==> config.mk <==
export PLATFORM = sky130hd
export DESIGN_NAME = a_row_feeder
export DESIGN_NICKNAME = d
export VERILOG_FILES = /design/src/rtl/a_row_feeder.sv
export SDC_FILE = /design/constraint.sdc
export NUM_CORES = 2
export LEC_CHECK = 0
export CORE_AREA = 2 2 599 601
export DETAILED_ROUTE_END_ITERATION = 8
export DIE_AREA = 0 0 601 603
export SYNTH_ARGS = -nofsm -noshare
export SYNTH_HDL_FRONTEND = slang
export SYNTH_SLANG_ARGS = --single-unit
export TNS_END_PERCENT = 100
==> constraint.sdc <==
create_clock -name clk -period 3.7 [get_ports clk]
set_input_delay 0.37 -clock clk [delete_from_list [all_inputs] [get_ports clk]]
set_output_delay 0.37 -clock clk [all_outputs]
set_load 0.005 [all_outputs]
==> src/rtl/a_row_feeder.sv <==
// a_row_feeder: streams packed-row chunks from three synchronous memories to one row-by-vector consumer
module a_row_feeder #(
  parameter int element_width                   = 32,
  parameter int no_of_elements_in_p_emap_output = 8,
  parameter int no_of_elements_on_col_nos       = 20,
  parameter int col_nos_values_width            = 24,
  parameter int multiples_memory_value_width    = 3,
  parameter int memory_height                   = 1000,
  parameter int address_width                   = $clog2(memory_height) + 1
) (
  input  logic                                                      clk,
  input  logic                                                      reset,
  input  logic                                                      start,
  input  logic [31:0]                                               total,
  input  logic                                                      I_am_ready,
  input  logic [element_width*no_of_elements_in_p_emap_output-1:0]  memA_data,
  input  logic [no_of_elements_on_col_nos*col_nos_values_width-1:0] col_nos_data,
  input  logic [multiples_memory_value_width-1:0]                   multiples_data,
  output logic                                                      mem_rd_en,
  output logic [address_width-1:0]                                  mem_rd_address,
  output logic [element_width*no_of_elements_in_p_emap_output-1:0]  memA_output,
  output logic [no_of_elements_on_col_nos*col_nos_values_width-1:0] col_nos_output,
  output logic [multiples_memory_value_width-1:0]                   multiples_output,
  output logic                                                      you_can_read,
  output logic                                                      busy,
  output logic                                                      finish,
  output logic [31:0]                                               chunk_count
);
  typedef enum logic [2:0] {IDLE, FETCH, CAPTURE, HOLD, SEND, DONE} state_t;
  state_t                   state_q, state_d;
  logic [address_width-1:0] addr_q, addr_d;
  logic [31:0]              total_q, total_d, count_q, count_d;
  logic                     last;
  assign last           = 32'(addr_q) == total_q - 32'd1;
  assign mem_rd_en      = state_q == FETCH;
  assign mem_rd_address = addr_q;
  assign you_can_read   = state_q == SEND;
  assign busy           = state_q != IDLE;
  assign finish         = state_q == DONE;
  assign chunk_count    = count_q;
  // next-state: one read per chunk, wait for the consumer in HOLD, commit the handoff in SEND
  always_comb begin
    state_d = state_q;
    addr_d  = addr_q;
    total_d = total_q;
    count_d = count_q;
    case (state_q)
      IDLE: if (start) begin
        count_d = '0;
        addr_d  = '0;
        total_d = total;
        state_d = total != 32'd0 ? FETCH : DONE;
      end
      FETCH:   state_d = CAPTURE;
      CAPTURE: state_d = HOLD;
      HOLD:    state_d = I_am_ready ? SEND : HOLD;
      SEND: begin
        count_d = count_q + 32'd1;
        addr_d  = last ? addr_q : addr_q + 1'b1;
        state_d = last ? DONE : FETCH;
      end
      DONE:    state_d = IDLE;
      default: state_d = IDLE;
    endcase
  end
  // control registers
  always_ff @(posedge clk or negedge reset) begin
    if (!reset) begin
      state_q <= IDLE;
      addr_q  <= '0;
      total_q <= '0;
      count_q <= '0;
    end else begin
      state_q <= state_d;
      addr_q  <= addr_d;
      total_q <= total_d;
      count_q <= count_d;
    end
  end
  // output data registers: loaded only in CAPTURE so the chunk stays stable through the handoff
  always_ff @(posedge clk or negedge reset) begin
    if (!reset) begin
      memA_output      <= '0;
      col_nos_output   <= '0;
      multiples_output <= '0;
    end else if (state_q == CAPTURE) begin
      memA_output      <= memA_data;
      col_nos_output   <= col_nos_data;
      multiples_output <= multiples_data;
    end
  end
endmodule

# Yosys cells after proc, flatten, opt, wreduce, memory -nomap -nowiden
# Cells that the tools add are included.
dict set report totals {
  n_memories 0
  output_inout_bits 786
  wordCells 35
  mem_bits_rw 0
  reg_bits 817
  inputBits 775
  latchBits 0
  romBits 0
}
dict set report op_classes {
  n_div 0
  n_reduce_logical 7
  order_cmp 0
  n_mul 0
  n_eq_ne 8
  n_addsub 3
  bitwise_logic 0
  mux 10
  n_shift 0
}
# cell n
set op_table {}
lappend op_table {{$pmux W32 S2} 1}
lappend op_table {{$add A32 B1 Y32 const B} 1}
lappend op_table {{$eq A11 B32 Y1} 1}
lappend op_table {{$mux W32} 1}
lappend op_table {{$reduce_bool A32 Y1} 1}
lappend op_table {{$sub A32 B1 Y32 const B} 1}
lappend op_table {{$mux W11} 2}
lappend op_table {{$pmux W11 S2} 1}
lappend op_table {{$pmux W3 S5} 1}
lappend op_table {{$mux W3} 4}
lappend op_table {{$add A11 B1 Y11 const B} 1}
lappend op_table {{$eq A3 B2 Y1 const B} 2}
lappend op_table {{$eq A3 B3 Y1 const B} 2}
lappend op_table {{$ne A2 B2 Y1 const B} 2}
lappend op_table {{$reduce_and A2 Y1} 2}
lappend op_table {{$eq A3 B1 Y1 const B} 1}
lappend op_table {{$logic_not A3 Y1} 1}
lappend op_table {{$reduce_and A3 Y1} 1}
lappend op_table {{$reduce_bool A3 Y1} 1}
lappend op_table {{$reduce_bool A2 Y1} 1}

# Logic depth before layout (Yosys ltp)
dict set report depth {
  word_depth 4
  mapped_depth 12
  mapped_depth_nobuf 10
}

# Worst setup path after synthesis
# No wires, ideal clock.
dict set report synth_timing {
  path_kind {reg2reg}
  start {reg total_q[0]}
  end {reg addr_q[0], in the netlist mem_rd_address[0]}
  setup_time_ps 125
  synth_period_minus_slack_ps 2723
  arrival_ps 2598
  setup_slack_ps 977
  stages_incl_launch_ff 12
  n_path_buf 1
  required_ps 3575
  path_cell_list {dfrtp_1 inv_1 ha_1 or3b_2 clkbuf_1 xnor2_1 o31ai_2 a221oi_1 nor4_2 nand4_2 o21ai_1 mux2_2}
}
dict set report synth_via {
  elab_chain_len 4
}
# element line_no
set synth_lines {}
lappend synth_lines {{start, declared} 32} ;# logic [31:0] total_q, total_d, count_q, count_d;
lappend synth_lines {{start signal, assigned} 76} ;# total_q <= total_d;
lappend synth_lines {{$sub A32 B1 Y32} 34} ;# assign last = 32'(addr_q) == total_q - 32'd1;
lappend synth_lines {{$eq A11 B32 Y1} 34}
lappend synth_lines {{$ne A2 B2 Y1 (no line)} -}
lappend synth_lines {{$reduce_and A3 Y1 (no line)} -}
lappend synth_lines {{end signal, assigned} 75} ;# addr_q <= addr_d;
lappend synth_lines {{end, declared} 31} ;# logic [address_width-1:0] addr_q, addr_d;
# No other way between the ends.
# A chain may end at the register's enable or synchronous reset.

# Final worst setup path
dict set report layout_timing {
  start {reg state_q[0]}
  end {out you_can_read}
}
dict set report layout_via {
  elab_chain_len 1
}
# element line_no
set layout_lines {}
lappend layout_lines {{start, declared} 30} ;# state_t state_q, state_d;
lappend layout_lines {{start signal, assigned} 74} ;# state_q <= state_d;
lappend layout_lines {{$eq A3 B3 Y1} 37} ;# assign you_can_read = state_q == SEND;
lappend layout_lines {{end, declared} 24} ;# output logic you_can_read,
# No other way between the ends.

==> impl_results.html <==
<table>
<tr><th>Metric</th><th>Value</th></tr>
<tr><th colspan="2">Yosys</th></tr>
<tr><td>Post-Synth Simple-Gate Area</td><td>slightly above 4%</td></tr>
<tr><td>Synth Area in Compound Gates</td><td>between 1.5 and 2%</td></tr>
<tr><td>Fraction of synthesized cell area in xor and xnor cells</td><td>0.448%</td></tr>
<tr><td>Dominant combinational cell family by area after synthesis</td><td>multiplexers</td></tr>
<tr><td>Synth top area share</td><td>between 60% and 70%</td></tr>
<tr><td>Adder-Cell Fraction of Synth Area</td><td>less than 1%</td></tr>
<tr><td>Primary flip-flop cell chosen by synthesis mapping</td><td>sky130_fd_sc_hd__dfrtp_1</td></tr>
<tr><td>Netlist area before placement</td><td>31300 um^2</td></tr>
<tr><td>Mean cell area of the mapped netlist</td><td>15.3 um^2</td></tr>
<tr><td>Biggest area contributors in the synthesized netlist</td><td>sky130_fd_sc_hd__dfrtp_1 65%, sky130_fd_sc_hd__mux2_2 27%, sky130_fd_sc_hd__nand2_1 1.6%</td></tr>
<tr><td>Cell variety after synth</td><td>60</td></tr>
<tr><td>Share of flip-flops with an asynchronous set or reset after synthesis</td><td>100%</td></tr>
<tr><td>Synth area leader</td><td>sky130_fd_sc_hd__dfrtp_1</td></tr>
<tr><td>Flop and latch count out of synthesis</td><td>roughly 800</td></tr>
<tr><td>Number of warning messages in the yosys log</td><td>0</td></tr>
<tr><td>Multiplexer share of the synthesized area</td><td>between 20% and 30%</td></tr>
<tr><td>Sequential area share after synthesis</td><td>approximately two thirds</td></tr>
<tr><td>Number of enable-type register cells in the synthesized netlist</td><td>0</td></tr>
<tr><td>Mapped Cells</td><td>approximately 2000</td></tr>
<tr><td>Syn nets</td><td>approximately 2800</td></tr>
<tr><th colspan="2">Clock network</th></tr>
<tr><td>Maximum level of the CTS H-tree</td><td>3</td></tr>
<tr><td>Clock insertion delay at the later pin of the skew report</td><td>0.90 ns</td></tr>
<tr><td>Post-CTS sizing</td><td>0</td></tr>
<tr><td>Library cell used as clock root buffer</td><td>sky130_fd_sc_hd__clkbuf_16</td></tr>
<tr><td>Clock-pin transition on the worst setup and hold timing paths</td><td>roughly 0.060 ns</td></tr>
<tr><td>Clock tree from TritonCTS</td><td>done</td></tr>
<tr><td>Number of setup buffers added after CTS</td><td>0</td></tr>
<tr><td>Number of buffers between clock root and the deepest sink</td><td>4</td></tr>
<tr><td>Number of sinks driven by the clock tree</td><td>817</td></tr>
<tr><td>TritonCTS buffer count</td><td>around 110</td></tr>
<tr><th colspan="2">Critical path</th></tr>
<tr><td>Element type at the critical path end</td><td>output pin</td></tr>
<tr><td>Critical Path Max Stage Delay</td><td>roughly 0.62 ns</td></tr>
<tr><td>Cells traversed along the worst timing path</td><td>nor2_1, nand2_1, inv_2, buf_4, clkdlybuf4s50_1</td></tr>
<tr><td>Arrival @ worst endpoint</td><td>between 2 and 3 ns</td></tr>
<tr><td>Startpoint type of the worst setup path</td><td>flip-flop</td></tr>
<tr><td>Crit path kind</td><td>reg2out</td></tr>
<tr><td>Required arrival time at the worst endpoint</td><td>3.33 ns</td></tr>
<tr><td>Peak fanout along the critical path</td><td>14</td></tr>
<tr><td>Slowest CP cell</td><td>sky130_fd_sc_hd__clkdlybuf4s50_1</td></tr>
<tr><th colspan="2">Global route</th></tr>
<tr><td>Initial antenna violation count</td><td>between 200 and 250</td></tr>
<tr><td>Residual overflow from global routing</td><td>0</td></tr>
<tr><td>GR Util All Layers</td><td>~13%</td></tr>
<tr><td>First-pass GRT wire length</td><td>roughly 310000 um</td></tr>
<tr><td>Number of global-route vias before repair</td><td>27085</td></tr>
<tr><td>Pin count of the biggest net entering global routing</td><td>85</td></tr>
<tr><th colspan="2">Power and ir drop</th></tr>
<tr><td>Leak pwr</td><td>between 20 and 25 nW</td></tr>
<tr><td>P per Cell Area</td><td>just over 900 nW/um^2</td></tr>
<tr><td>Max IR drop VDD</td><td>just over 0.4 mV</td></tr>
<tr><th colspan="2">Cells and area</th></tr>
<tr><td>Area of all placed cells without fillers</td><td>about 58000 um^2</td></tr>
<tr><td>Post-Layout Cell Count</td><td>a little under 9000</td></tr>
<tr><td>Fin nets</td><td>4547</td></tr>
<tr><td>Area added between synthesis and finish</td><td>85.0%</td></tr>
<tr><td>Ratio of cells with drive above 1 in the final layout</td><td>26.4%</td></tr>
<tr><th colspan="2">Placed design</th></tr>
<tr><td># port buffers</td><td>1560</td></tr>
<tr><td>Count of placed standard cells including taps</td><td>between 8000 and 9000</td></tr>
<tr><td>Placed cell areas</td><td>between 50000 and 60000 um^2</td></tr>
<tr><td>DP Wirelength</td><td>220000 um</td></tr>
<tr><td>Global placement routability congestion</td><td>about 0.9</td></tr>
<tr><th colspan="2">STA</th></tr>
<tr><td>Worst relative slew slack</td><td>between 30% and 40%</td></tr>
<tr><td>Worst-case clock skew</td><td>about 0.11 ns</td></tr>
<tr><td>Time the final worst path needs with I/O delays and setup</td><td>about 3 ns</td></tr>
<tr><td>Period Utilization, post-route</td><td>just over 80%</td></tr>
<tr><td>Unrepaired setup endpoints after global routing</td><td>no</td></tr>
<tr><td>Final-layout setup total negative slack</td><td>0 ns</td></tr>
<tr><td>Setup violation total in the final timing report</td><td>0</td></tr>
<tr><td>Final-report hold violation count</td><td>0</td></tr>
<tr><td>Count of final max-slew check failures</td><td>0</td></tr>
<tr><td>Max Fclk</td><td>roughly 0.33 GHz</td></tr>
<tr><td>Pin slew with the least headroom to its limit</td><td>between 0.9 and 1 ns</td></tr>
<tr><th colspan="2">Routing</th></tr>
<tr><td>Vias per cell</td><td>~3</td></tr>
<tr><td>Antenna violation net count after detailed routing</td><td>0</td></tr>
<tr><td>Aggregate routed wire length</td><td>~250000 um</td></tr>
<tr><td>Drt first-iter violations</td><td>about 1400</td></tr>
<tr><td>Detailed-routing iteration count for the pre-antenna-repair pass</td><td>5</td></tr>
<tr><td>Post-route DRC</td><td>0</td></tr>
<tr><td>Mean routed wirelength per cell</td><td>29.2 um</td></tr>
<tr><td>DR vias</td><td>25931</td></tr>
<tr><th colspan="2">Min path</th></tr>
<tr><td>Class of the worst hold path</td><td>in2async</td></tr>
<tr><th colspan="2">Floorplan</th></tr>
<tr><td>Overall die area</td><td>between 300000 and 400000 um^2</td></tr>
<tr><td>Number of standard-cell rows in the floorplan</td><td>219</td></tr>
<tr><td>Horizontal die dimension</td><td>~600 um</td></tr>
<tr><td>Ports</td><td>around 1600</td></tr>
<tr><td>Area of the core</td><td>~360000 um^2</td></tr>
<tr><td>Initial cell density of the core</td><td>8.81%</td></tr>
<tr><td>Die H</td><td>approximately 600 um</td></tr>
<tr><th colspan="2">Run</th></tr>
<tr><td>Number of max-cap violations</td><td>0</td></tr>
<tr><th colspan="2">Status</th></tr>
<tr><td>Outcome</td><td>finished, final reports clean</td></tr>
</table>
[layer usage]
| layer | vias to the layer above | GRT usage [%] | part of all wire [%] |
|---|---|---|---|
| met5 | - | 0 | 0.36 |
| met4 | 146 | 4.91 | 4.3 |
| met3 | 547 | 9.23 | 15 |
| met2 | 1412 | 20.7 | 44 |
| met1 | 13032 | 14.4 | 36 |
| li1 | 10794 | - | - |
[logic make-up (layout without fill, tap and decap cells)]
logic type / Yosys count / in the layout
AOI/OAI and AO/OA: 81 / 81
xor gates and xnor gates: 16 / 16
adders and majority gates: 3 / 3
buffers and inverters: 110 / 1922
DFF: 817 / 817
muxes: 749 / 749
other: 0 / 41
and+or+nand+nor: 267 / 267
[flip-flops by register name (all words and copies together), names as in the netlist]
register          cells
col_nos_output      480
memA_output         256
chunk_count          32
total_q              32
mem_rd_address       11
multiples_output      3
state_q               3
[final timing paths]
| check | startpoint | to | slack [ns] | cells past startpoint |
|---|---|---|---|---|
| worst max-delay path | state_q[0]$_DFFE_PN0P_ | you_can_read | 0.68 | 5 |
| worst min-delay path | reset | memA_output[249]$_DFFE_PN0P_ | 0.07 | 2 |
| worst max register to register | total_q[0]$_DFFE_PN0P_ | mem_rd_address[0]$_DFFE_PN0P_ | 0.68 | 11 |
| worst min register to register | total_q[17]$_DFFE_PN0P_ | total_q[17]$_DFFE_PN0P_ | 0.49 | 2 |
| max in group asynchronous | reset | col_nos_output[56]$_DFFE_PN0P_ | 2.48 | 3 |
| min in group clk | memA_data[150] | memA_output[150]$_DFFE_PN0P_ | 0.11 | 2 |
[cell usage in the layout (no fill, tap or decap), types with 4 or more instances in the layout]
| cell type | n |
|---|---|
| sky130_fd_sc_hd__nor4_1 | 14 |
| sky130_fd_sc_hd__clkdlybuf4s50_1 | 1559 |
| sky130_fd_sc_hd__inv_6 | 10 |
| sky130_fd_sc_hd__clkbuf_16 | 113 |
| sky130_fd_sc_hd__nor2_1 | 20 |
| sky130_fd_sc_hd__buf_4 | 59 |
| sky130_fd_sc_hd__clkinv_2 | 18 |
| sky130_fd_sc_hd__dfrtp_1 | 817 |
| sky130_fd_sc_hd__bufinv_16 | 8 |
| sky130_fd_sc_hd__o21ai_0 | 29 |
| sky130_fd_sc_hd__o211ai_1 | 8 |
| sky130_fd_sc_hd__nand3_1 | 35 |
| sky130_fd_sc_hd__o31ai_1 | 9 |
| sky130_fd_sc_hd__clkbuf_8 | 20 |
| sky130_fd_sc_hd__mux2i_1 | 9 |
| sky130_fd_sc_hd__mux2_2 | 740 |
| sky130_fd_sc_hd__and3_1 | 14 |
| sky130_fd_sc_hd__a21oi_1 | 4 |
| sky130_fd_sc_hd__clkbuf_1 | 10 |
| sky130_fd_sc_hd__nand4_1 | 11 |
| sky130_fd_sc_hd__nand2b_1 | 5 |
| sky130_fd_sc_hd__buf_12 | 14 |
| sky130_fd_sc_hd__diode_2 | 41 |
| sky130_fd_sc_hd__xnor2_1 | 7 |
| sky130_fd_sc_hd__xor2_1 | 9 |
| sky130_fd_sc_hd__inv_1 | 6 |
| sky130_fd_sc_hd__nor3_1 | 10 |
| sky130_fd_sc_hd__dlygate4sd3_1 | 82 |
| sky130_fd_sc_hd__a31oi_1 | 4 |
| sky130_fd_sc_hd__clkinvlp_4 | 11 |
| sky130_fd_sc_hd__clkinv_4 | 7 |
| sky130_fd_sc_hd__nand2_1 | 133 |
[stage by stage]
step / utilization (%) / power, mW / hold WS, ns / setup WS [ns]
2_1_floorplan: - / 24.5 / 0.0744 / 0.977
3_3_place_gp: 15.0 / 42.8 / 0.355 / 0.587
3_5_place_dp: 15.0 / 43.1 / 0.364 / 0.695
4_1_cts: 16.3 / 55.2 / 0.0000656 / 0.534
5_1_grt: 16.3 / 56.7 / 0.0384 / 0.459
6_report: 16.3 / 53.6 / 0.0675 / 0.679
[report_power, final]
group / leakage [nW] / internal, mW / switching [mW]
clock: 1.84 / 6.57 / 4.76
sequential: 9.71 / 13.4 / 2.72
combinational: 10.5 / 13.7 / 12.3
[critical path: cells and delay by family, from the launching register on]
kind / cells / cell delay, ns
buf+inv: 3 / 0.98
flops: 1 / 0.45
simple gates: 2 / 0.42
[repair_timing]
action                     CTS  global route
setup endpoints to repair    0             0
hold buffers                82             0
hold endpoints to repair   136             0
[area by class of cell]
cell class                      instances  area (um^2)
Antenna cell                           41          103
Clock inverter                         57          628
Sequential cell                       817        20400
Inverter                                7         26.3
Multi-Input combinational cell       1116        10400
Tap cell                             4751         5940
Fill cell                           39093       298000
Clock buffer                          143         3140
Timing Repair Buffer                 1715        17200
[synthesized netlist by cell type (all sizes together), types with 8 or more instances]
cell type  instances
mux2             740
nand4             12
and3              14
o211ai             8
nand2            134
mux2i              9
o31ai             10
clkbuf            98
xor2               9
nor2              22
nor3              11
dfrtp            817
nor4              16
o21ai             30
nand3             35
No activity file was read; power rests on OpenSTA's default activity.
